**src/rtl/uart_ctrl_pkg.sv**
```systemverilog
// Shared types and default widths for the UART transmit controller.
// The FLUSH encoding is only reachable when UART_TX_CTRL_FLUSH_EN is defined.
package uart_ctrl_pkg;

    localparam int DEF_DATA_WIDTH = 8;
    localparam int DEF_CNT_WIDTH  = 16;

    typedef enum logic [2:0] {
        IDLE    = 3'd0,
        RD      = 3'd1,
        FETCH   = 3'd2,
        START   = 3'd3,
        WAIT_HI = 3'd4,
        WAIT_LO = 3'd5,
        GAP     = 3'd6,
        FLUSH   = 3'd7
    } ctrl_state_e;

endpackage

```
**src/rtl/uart_tx_ctrl_if.sv**
```systemverilog
// FIFO-side and transmitter-side handshake bundle for uart_tx_ctrl.
// The master modport is the controller's view.
interface uart_tx_ctrl_if #(
    parameter int DATA_WIDTH = uart_ctrl_pkg::DEF_DATA_WIDTH
) ();

    logic                  fifo_empty;
    logic                  fifo_rd_en;
    logic [DATA_WIDTH-1:0] fifo_data;
    logic                  tx_busy;
    logic                  tx_start;
    logic [DATA_WIDTH-1:0] tx_data;

    modport master (
        input  fifo_empty, fifo_data, tx_busy,
        output fifo_rd_en, tx_start, tx_data
    );

    modport slave (
        output fifo_empty, fifo_data, tx_busy,
        input  fifo_rd_en, tx_start, tx_data
    );

endinterface

```
**src/rtl/uart_gap_timer.sv**
```systemverilog
// Inter-frame gap timer: after a start pulse, done is high on the
// GAP_CYCLES-th following clock.
module uart_gap_timer import uart_ctrl_pkg::*; #(
    parameter int GAP_CYCLES = 0
) (
    input  logic clk,
    input  logic rst,
    input  logic start,
    output logic done
);

    localparam int W = (GAP_CYCLES > 1) ? $clog2(GAP_CYCLES) : 1;
    localparam logic [W-1:0] LOAD = (GAP_CYCLES > 1) ? W'(GAP_CYCLES - 1) : '0;

    logic [W-1:0] cnt_q, cnt_d;
    logic         run_q, run_d;

    always_comb begin
        cnt_d = cnt_q;
        run_d = run_q;
        if (start) begin
            run_d = 1'b1;
            cnt_d = LOAD;
        end else if (run_q) begin
            if (cnt_q == '0) begin
                run_d = 1'b0;
            end else begin
                cnt_d = cnt_q - 1'b1;
            end
        end
    end

    always_ff @(posedge clk or negedge rst) begin
        if (!rst) begin
            cnt_q <= '0;
            run_q <= 1'b0;
        end else begin
            cnt_q <= cnt_d;
            run_q <= run_d;
        end
    end

    assign done = run_q && (cnt_q == '0);

endmodule

```
**src/rtl/uart_tx_ctrl.sv**
```systemverilog
// Moves bytes from a registered-read TX FIFO into a UART transmitter, one frame
// at a time. Optional FIFO flush port under macro UART_TX_CTRL_FLUSH_EN.
module uart_tx_ctrl import uart_ctrl_pkg::*; #(
    parameter int DATA_WIDTH = DEF_DATA_WIDTH,
    parameter int GAP_CYCLES = 0,
    parameter int CNT_WIDTH  = DEF_CNT_WIDTH
) (
    input  logic                 clk,
    input  logic                 rst,
    input  logic                 enable,
`ifdef UART_TX_CTRL_FLUSH_EN
    input  logic                 flush,
`endif
    uart_tx_ctrl_if.master       bus,
    output logic                 ctrl_busy,
    output logic [CNT_WIDTH-1:0] sent_cnt
);

    ctrl_state_e           state_q, state_d;
    logic                  fifo_rd_en_q, fifo_rd_en_d;
    logic                  tx_start_q, tx_start_d;
    logic [DATA_WIDTH-1:0] tx_data_q, tx_data_d;
    logic [CNT_WIDTH-1:0]  sent_cnt_q, sent_cnt_d;
    logic                  gap_start;
    logic                  gap_done;

    uart_gap_timer #(.GAP_CYCLES(GAP_CYCLES)) u_gap_timer (
        .clk   (clk),
        .rst   (rst),
        .start (gap_start),
        .done  (gap_done)
    );

    always_comb begin
        state_d    = state_q;
        tx_data_d  = tx_data_q;
        sent_cnt_d = sent_cnt_q;
        gap_start  = 1'b0;

        case (state_q)
            IDLE: begin
`ifdef UART_TX_CTRL_FLUSH_EN
                if (flush && !bus.fifo_empty) begin
                    state_d = FLUSH;
                end else
`endif
                if (enable && !bus.fifo_empty && !bus.tx_busy) begin
                    state_d = RD;
                end
            end
            RD: state_d = FETCH;
            FETCH: begin
                tx_data_d  = bus.fifo_data;
                sent_cnt_d = sent_cnt_q + 1'b1;
                state_d    = START;
            end
            START: state_d = WAIT_HI;
            WAIT_HI: begin
                if (bus.tx_busy) state_d = WAIT_LO;
            end
            WAIT_LO: begin
                if (!bus.tx_busy) begin
                    if (GAP_CYCLES == 0) begin
                        state_d = IDLE;
                    end else begin
                        state_d   = GAP;
                        gap_start = 1'b1;
                    end
                end
            end
            GAP: begin
                if (gap_done) state_d = IDLE;
            end
`ifdef UART_TX_CTRL_FLUSH_EN
            FLUSH: begin
                if (!flush || bus.fifo_empty) state_d = IDLE;
            end
`endif
            default: state_d = IDLE;
        endcase

        // Strobes are registered, so they are decoded from the next state.
        fifo_rd_en_d = (state_d == RD);
`ifdef UART_TX_CTRL_FLUSH_EN
        fifo_rd_en_d = fifo_rd_en_d || (state_d == FLUSH);
`endif
        tx_start_d = (state_d == START);
    end

    always_ff @(posedge clk or negedge rst) begin
        if (!rst) begin
            state_q      <= IDLE;
            fifo_rd_en_q <= 1'b0;
            tx_start_q   <= 1'b0;
            tx_data_q    <= '0;
            sent_cnt_q   <= '0;
        end else begin
            state_q      <= state_d;
            fifo_rd_en_q <= fifo_rd_en_d;
            tx_start_q   <= tx_start_d;
            tx_data_q    <= tx_data_d;
            sent_cnt_q   <= sent_cnt_d;
        end
    end

    assign bus.fifo_rd_en = fifo_rd_en_q;
    assign bus.tx_start   = tx_start_q;
    assign bus.tx_data    = tx_data_q;
    assign ctrl_busy      = (state_q != IDLE);
    assign sent_cnt       = sent_cnt_q;

endmodule

```
**src/flat_wrapper.sv**
```systemverilog
// flat-port wrapper written by rule: the top's interface ports become plain ports
module uart_tx_ctrl_flat import uart_ctrl_pkg::*;
#(
    parameter int DATA_WIDTH = DEF_DATA_WIDTH,
    parameter int GAP_CYCLES = 0,
    parameter int CNT_WIDTH  = DEF_CNT_WIDTH
)
  (clk, rst, enable, ctrl_busy, sent_cnt, bus_fifo_empty, bus_fifo_data, bus_tx_busy, bus_fifo_rd_en, bus_tx_start, bus_tx_data);
  uart_tx_ctrl_if #(.DATA_WIDTH(DATA_WIDTH)) bus_i ();
  input  logic clk;
  input  logic rst;
  input  logic enable;
  output logic ctrl_busy;
  output logic [CNT_WIDTH-1:0] sent_cnt;
  input wire logic [$bits(bus_i.fifo_empty)-1:0] bus_fifo_empty;
  input wire logic [$bits(bus_i.fifo_data)-1:0] bus_fifo_data;
  input wire logic [$bits(bus_i.tx_busy)-1:0] bus_tx_busy;
  output wire logic [$bits(bus_i.fifo_rd_en)-1:0] bus_fifo_rd_en;
  output wire logic [$bits(bus_i.tx_start)-1:0] bus_tx_start;
  output wire logic [$bits(bus_i.tx_data)-1:0] bus_tx_data;
  assign bus_i.fifo_empty = bus_fifo_empty;
  assign bus_i.fifo_data = bus_fifo_data;
  assign bus_i.tx_busy = bus_tx_busy;
  assign bus_fifo_rd_en = bus_i.fifo_rd_en;
  assign bus_tx_start = bus_i.tx_start;
  assign bus_tx_data = bus_i.tx_data;
  uart_tx_ctrl #(.DATA_WIDTH(DATA_WIDTH), .GAP_CYCLES(GAP_CYCLES), .CNT_WIDTH(CNT_WIDTH)) u_core (.clk(clk), .rst(rst), .enable(enable), .bus(bus_i), .ctrl_busy(ctrl_busy), .sent_cnt(sent_cnt));
endmodule
```
**config.mk**
```make
export PLATFORM = sky130hd
export DESIGN_NAME = uart_tx_ctrl_flat
export DESIGN_NICKNAME = d
export VERILOG_FILES = /design/src/rtl/uart_ctrl_pkg.sv /design/src/rtl/uart_tx_ctrl_if.sv /design/src/rtl/uart_gap_timer.sv /design/src/rtl/uart_tx_ctrl.sv /design/src/flat_wrapper.sv
export SDC_FILE = /design/constraint.sdc
export NUM_CORES = 1
export LEC_CHECK = 0
export CAP_MARGIN = 15
export CORE_ASPECT_RATIO = 0.5
export CORE_MARGIN = 4
export CORE_UTILIZATION = 44
export CTS_CLUSTER_SIZE = 16
export DETAILED_ROUTE_END_ITERATION = 7
export GPL_TIMING_DRIVEN = 0
export PLACE_DENSITY_LB_ADDON = 0.2
export SKIP_LAST_GASP = 1
export SLEW_MARGIN = 20
export SYNTH_ARGS = -nofsm -noshare
export SYNTH_HDL_FRONTEND = slang
export SYNTH_SLANG_ARGS = --single-unit
```
**constraint.sdc**
```tcl
create_clock -name clk -period 2.08 [get_ports clk]
set_clock_uncertainty 0.2 [all_clocks]
set_input_delay 0.416 -clock clk [delete_from_list [all_inputs] [get_ports clk]]
set_output_delay 0.416 -clock clk [all_outputs]
set_load 0.05 [all_outputs]
```
==> summary.txt <==
Synth
  – Cells after synthesis: 95
  – Synth top cells by count: dfrtp_1, xnor2_1, nand2_1, nand3_1
  – Post-synth net total: 109
  – Post-synth EDFFs: 0
  – Warnings, synthesis: 0
  – Fraction of registers with async set/reset: 100.0%
  – Synth top area share: 59.49%
  – Most frequent cell after synthesis: dfrtp_1
  – Distinct cells, synth: 25
  – FF+latch count, synth: 29
  – Sequential-to-total area share from yosys stat: 59.49%
  – Post-Syn Area: 1220 sq um
  – Synth Area per Inst: 12.84 sq um
  – Leading area contributor after synthesis: dfrtp_1
  – Largest cells by area after synthesis: dfrtp_1, xnor2_1, mux2_1
  – Post-synth top flop: dfrtp_1

Timing
  – Worst hold slack: 0.2620 ns
  – Slew at the pin with the worst max-slew slack: 0.6244 ns
  – F_max: 492.1 MHz
  – Final setup fails: 0
  – Hold Vio Cnt, Final: 0
  – Post-route minimum period: 2.032 ns
  – Tcrit/Tclk final: 97.69%
  – RSZ-0062 raised after global routing: no
  – Max Slew Vio Count: 0
  – Slew margin rel.: 58.37%

Setup path
  – Crit end category: primary output
  – CP Launch Type: flop
  – CP bufs+invs: 1
  – Slowest-stage cell, CP: clkdlybuf4s50_1
  – Arrival time worst endpoint: 1.42 ns
  – CP max stage delay: 0.80 ns
  – Worst endpoint required time: 1.46 ns
  – Worst-path cell chain: clkdlybuf4s50_1
  – CP Max Fanout: 2
  – Critical path's top delay family: buffers and inverters
  – WS Path Type: reg -> out

GRT
  – Initial antenna violation count: 0
  – Tot GR Track Use: 14.48%
  – Largest net degree at the start of global routing: 30
  – Total grt overflow: 0
  – First-pass GRT wire length: 3.905 mm
  – Vias in the first global route: 847

Placed design
  – DP HPWL: 1.635 mm
  – Buffers on Ports: 39
  – Placed cells: 171
  – Final GP Congestion: 0.6973

Pwr
  – Comb pwr share: 46.4%
  – Max IR drop VDD: 0.7829 mV
  – Pwr/cell area: 1482 nW/um^2
  – Net Sw Frac: 43.74%
  – Cell internal pwr: 1.463 mW
  – Net switching power: 1.137 mW
  – Static Leak: 0.9031 nW
  – Seq pwr share: 34.2%
  – Clock power frac: 19.5%

Clock network
  – Clock Pin Slew Worst Setup and Hold Paths: 0.06 ns
  – CTS tree: done
  – Num CTS Buffers: 5
  – CTS Buffer Depth: 2
  – CTS root buffer: clkbuf_8
  – # H-tree levels: 2
  – Clock latency on the worst-skew pair: 0.28 ns
  – Clock Sinks: 29

Die
  – IO Pins: 40
  – Die height: 45.24 um
  – Die area: 3730 sq um
  – Core Rows: 13
  – Initial Util: 46.58%
  – Die W: 82.47 um
  – Core area: 2619 sq um

Flow run
  – MaxCap Viol Count: 0

Final layout
  – Reg area: 725.7 sq um
  – Synthesis-to-finish area growth: 43.79%
  – # fillers: 214
  – Nets: 156
  – Share of cells above drive strength 1: 13.99%
  – Final Non-Filler Cells: 180
  – ANT cells: 0
  – Area of the multi-input gates: 466.7 sq um

Drt
  – Detailed-route via count: 864
  – Initial DRC count: 26
  – Vias per std cell: 4.800
  – Final ANT Viol Nets: 0
  – Post-Route WL: 2.297 mm
  – DR pass1 iterations: 4
  – Wire length per cell: 12.76 um
  – Number of remaining DRC errors: 0

Status
  – Status: finished clean

Min path
  – Hold Path Class: reg -> reg
repair_timing:
action                                  in CTS  in global routing
gates resized for setup                     16                  8
hold buffers                                 1                  0
endpoints found under the setup margin      16                  7
pin swaps                                    0                  0
endpoints found under the hold margin       29                  0
setup buffers                                0                  0
state kept, by name, indices dropped and copies added, names as in the netlist:
signal	flops
u_core.bus.fifo_rd_en	1
u_core.bus.tx_data	8
u_core.bus.tx_start	1
u_core.sent_cnt	16
u_core.state_q	3
power by group through the flow:
stage	clock network, mW	logic [mW]	registers, mW
4_1_cts	0.524	1.23	0.892
3_5_place_dp	0	1.27	0.902
2_1_floorplan	0	0.370	1.38
5_1_grt	0.552	1.27	0.924
3_3_place_gp	0	1.26	0.896
6_report	0.506	1.21	0.888
cells in the final DEF (no fill, tap or decap):
cell,netlist,layout
nand2_1,6,6
dfrtp_1,29,29
nor2_1,5,5
or3b_1,1,1
nand4_1,5,5
buf_2,1,2
nor2_4,1,1
or2_1,1,1
inv_1,2,2
or3_1,1,1
nand3_1,6,6
and3b_1,1,1
nor4_4,1,1
dlymetal6s2s_1,0,6
nor3b_1,1,1
xor2_1,4,4
mux2_2,5,5
inv_2,1,1
clkbuf_2,0,1
o21ai_0,2,2
clkdlybuf4s50_1,0,16
clkbuf_8,0,7
nand3b_1,1,1
ha_1,1,1
dlygate4sd2_1,0,15
clkinv_2,0,1
and3_1,2,2
o31ai_1,1,1
dlygate4sd3_1,0,1
mux2_1,5,5
buf_6,1,1
xnor2_1,11,11
worst paths after layout:
kind	startpoint	endpoint	slack (ns)	cells after the start
max	u_core.bus.tx_data[1]$_DFFE_PN0P_	bus_tx_data[1]	0.05	1
min	u_core.sent_cnt[15]$_DFFE_PN0P_	u_core.sent_cnt[15]$_DFFE_PN0P_	0.26	1
max reg2reg	u_core.state_q[0]$_DFF_PN0_	u_core.bus.tx_data[4]$_DFFE_PN0P_	0.11	5
min reg2reg	u_core.sent_cnt[15]$_DFFE_PN0P_	u_core.sent_cnt[15]$_DFFE_PN0P_	0.26	1
max in group asynchronous	rst	u_core.sent_cnt[2]$_DFFE_PN0P_	0.77	2
min in group asynchronous	rst	u_core.sent_cnt[14]$_DFFE_PN0P_	0.50	2
per-stage QoR:
| stage | util [%] | setup WS, ns | TNS (ns) | total power [mW] | cell area (sq um) |
|---|---|---|---|---|---|
| after floorplan | - | 0.09664 | 0 | 1.746 | 1220 |
| after global placement | 63.26 | -0.07040 | -2.037 | 2.154 | 1657 |
| after detailed placement | 63.07 | -0.04313 | -0.04313 | 2.172 | 1652 |
| after CTS | 66.56 | -0.08391 | -0.08391 | 2.644 | 1743 |
| after global routing | 66.99 | 0.006014 | 0 | 2.747 | 1754 |
| final | 66.99 | 0.04801 | 0 | 2.601 | 1754 |
worst reg2reg max path, cell delays in order, from the launching register on:
cell	delay (ns)
dfrtp_1	0.44
or3b_1	0.42
buf_6	0.15
inv_2	0.05
buf_2	0.23
mux2_2	0.36
logic make-up (layout without fill, tap and decap cells):
| group | count (synthesis) | after routing | synth area share (%) |
|---|---|---|---|
| simple gates | 32 | 32 | 15.80 |
| flops | 29 | 29 | 59.49 |
| xor+xnor | 15 | 15 | 10.77 |
| mux | 10 | 10 | 9.230 |
| buf+inv | 5 | 53 | 2.256 |
| compound gates | 3 | 3 | 1.436 |
| fa+ha+maj | 1 | 1 | 1.025 |
area by class of cell:
class / count / share of cell area [%]
Clock inverter: 1 / 0.2853
Multi-Input combinational cell: 61 / 26.60
Clock buffer: 7 / 5.492
Sequential cell: 29 / 41.37
Inverter: 3 / 0.6419
Timing Repair Buffer: 40 / 22.04
Tap cell: 37 / 2.639
Buffer: 2 / 0.9272
per-layer routing:
layer	GRT usage, %	share of wire [%]
met5	0	0
met4	7.947	1.6
met3	5.378	5.9
met2	21.97	49
met1	18.08	44
No activity file was read; power rests on OpenSTA's default activity.
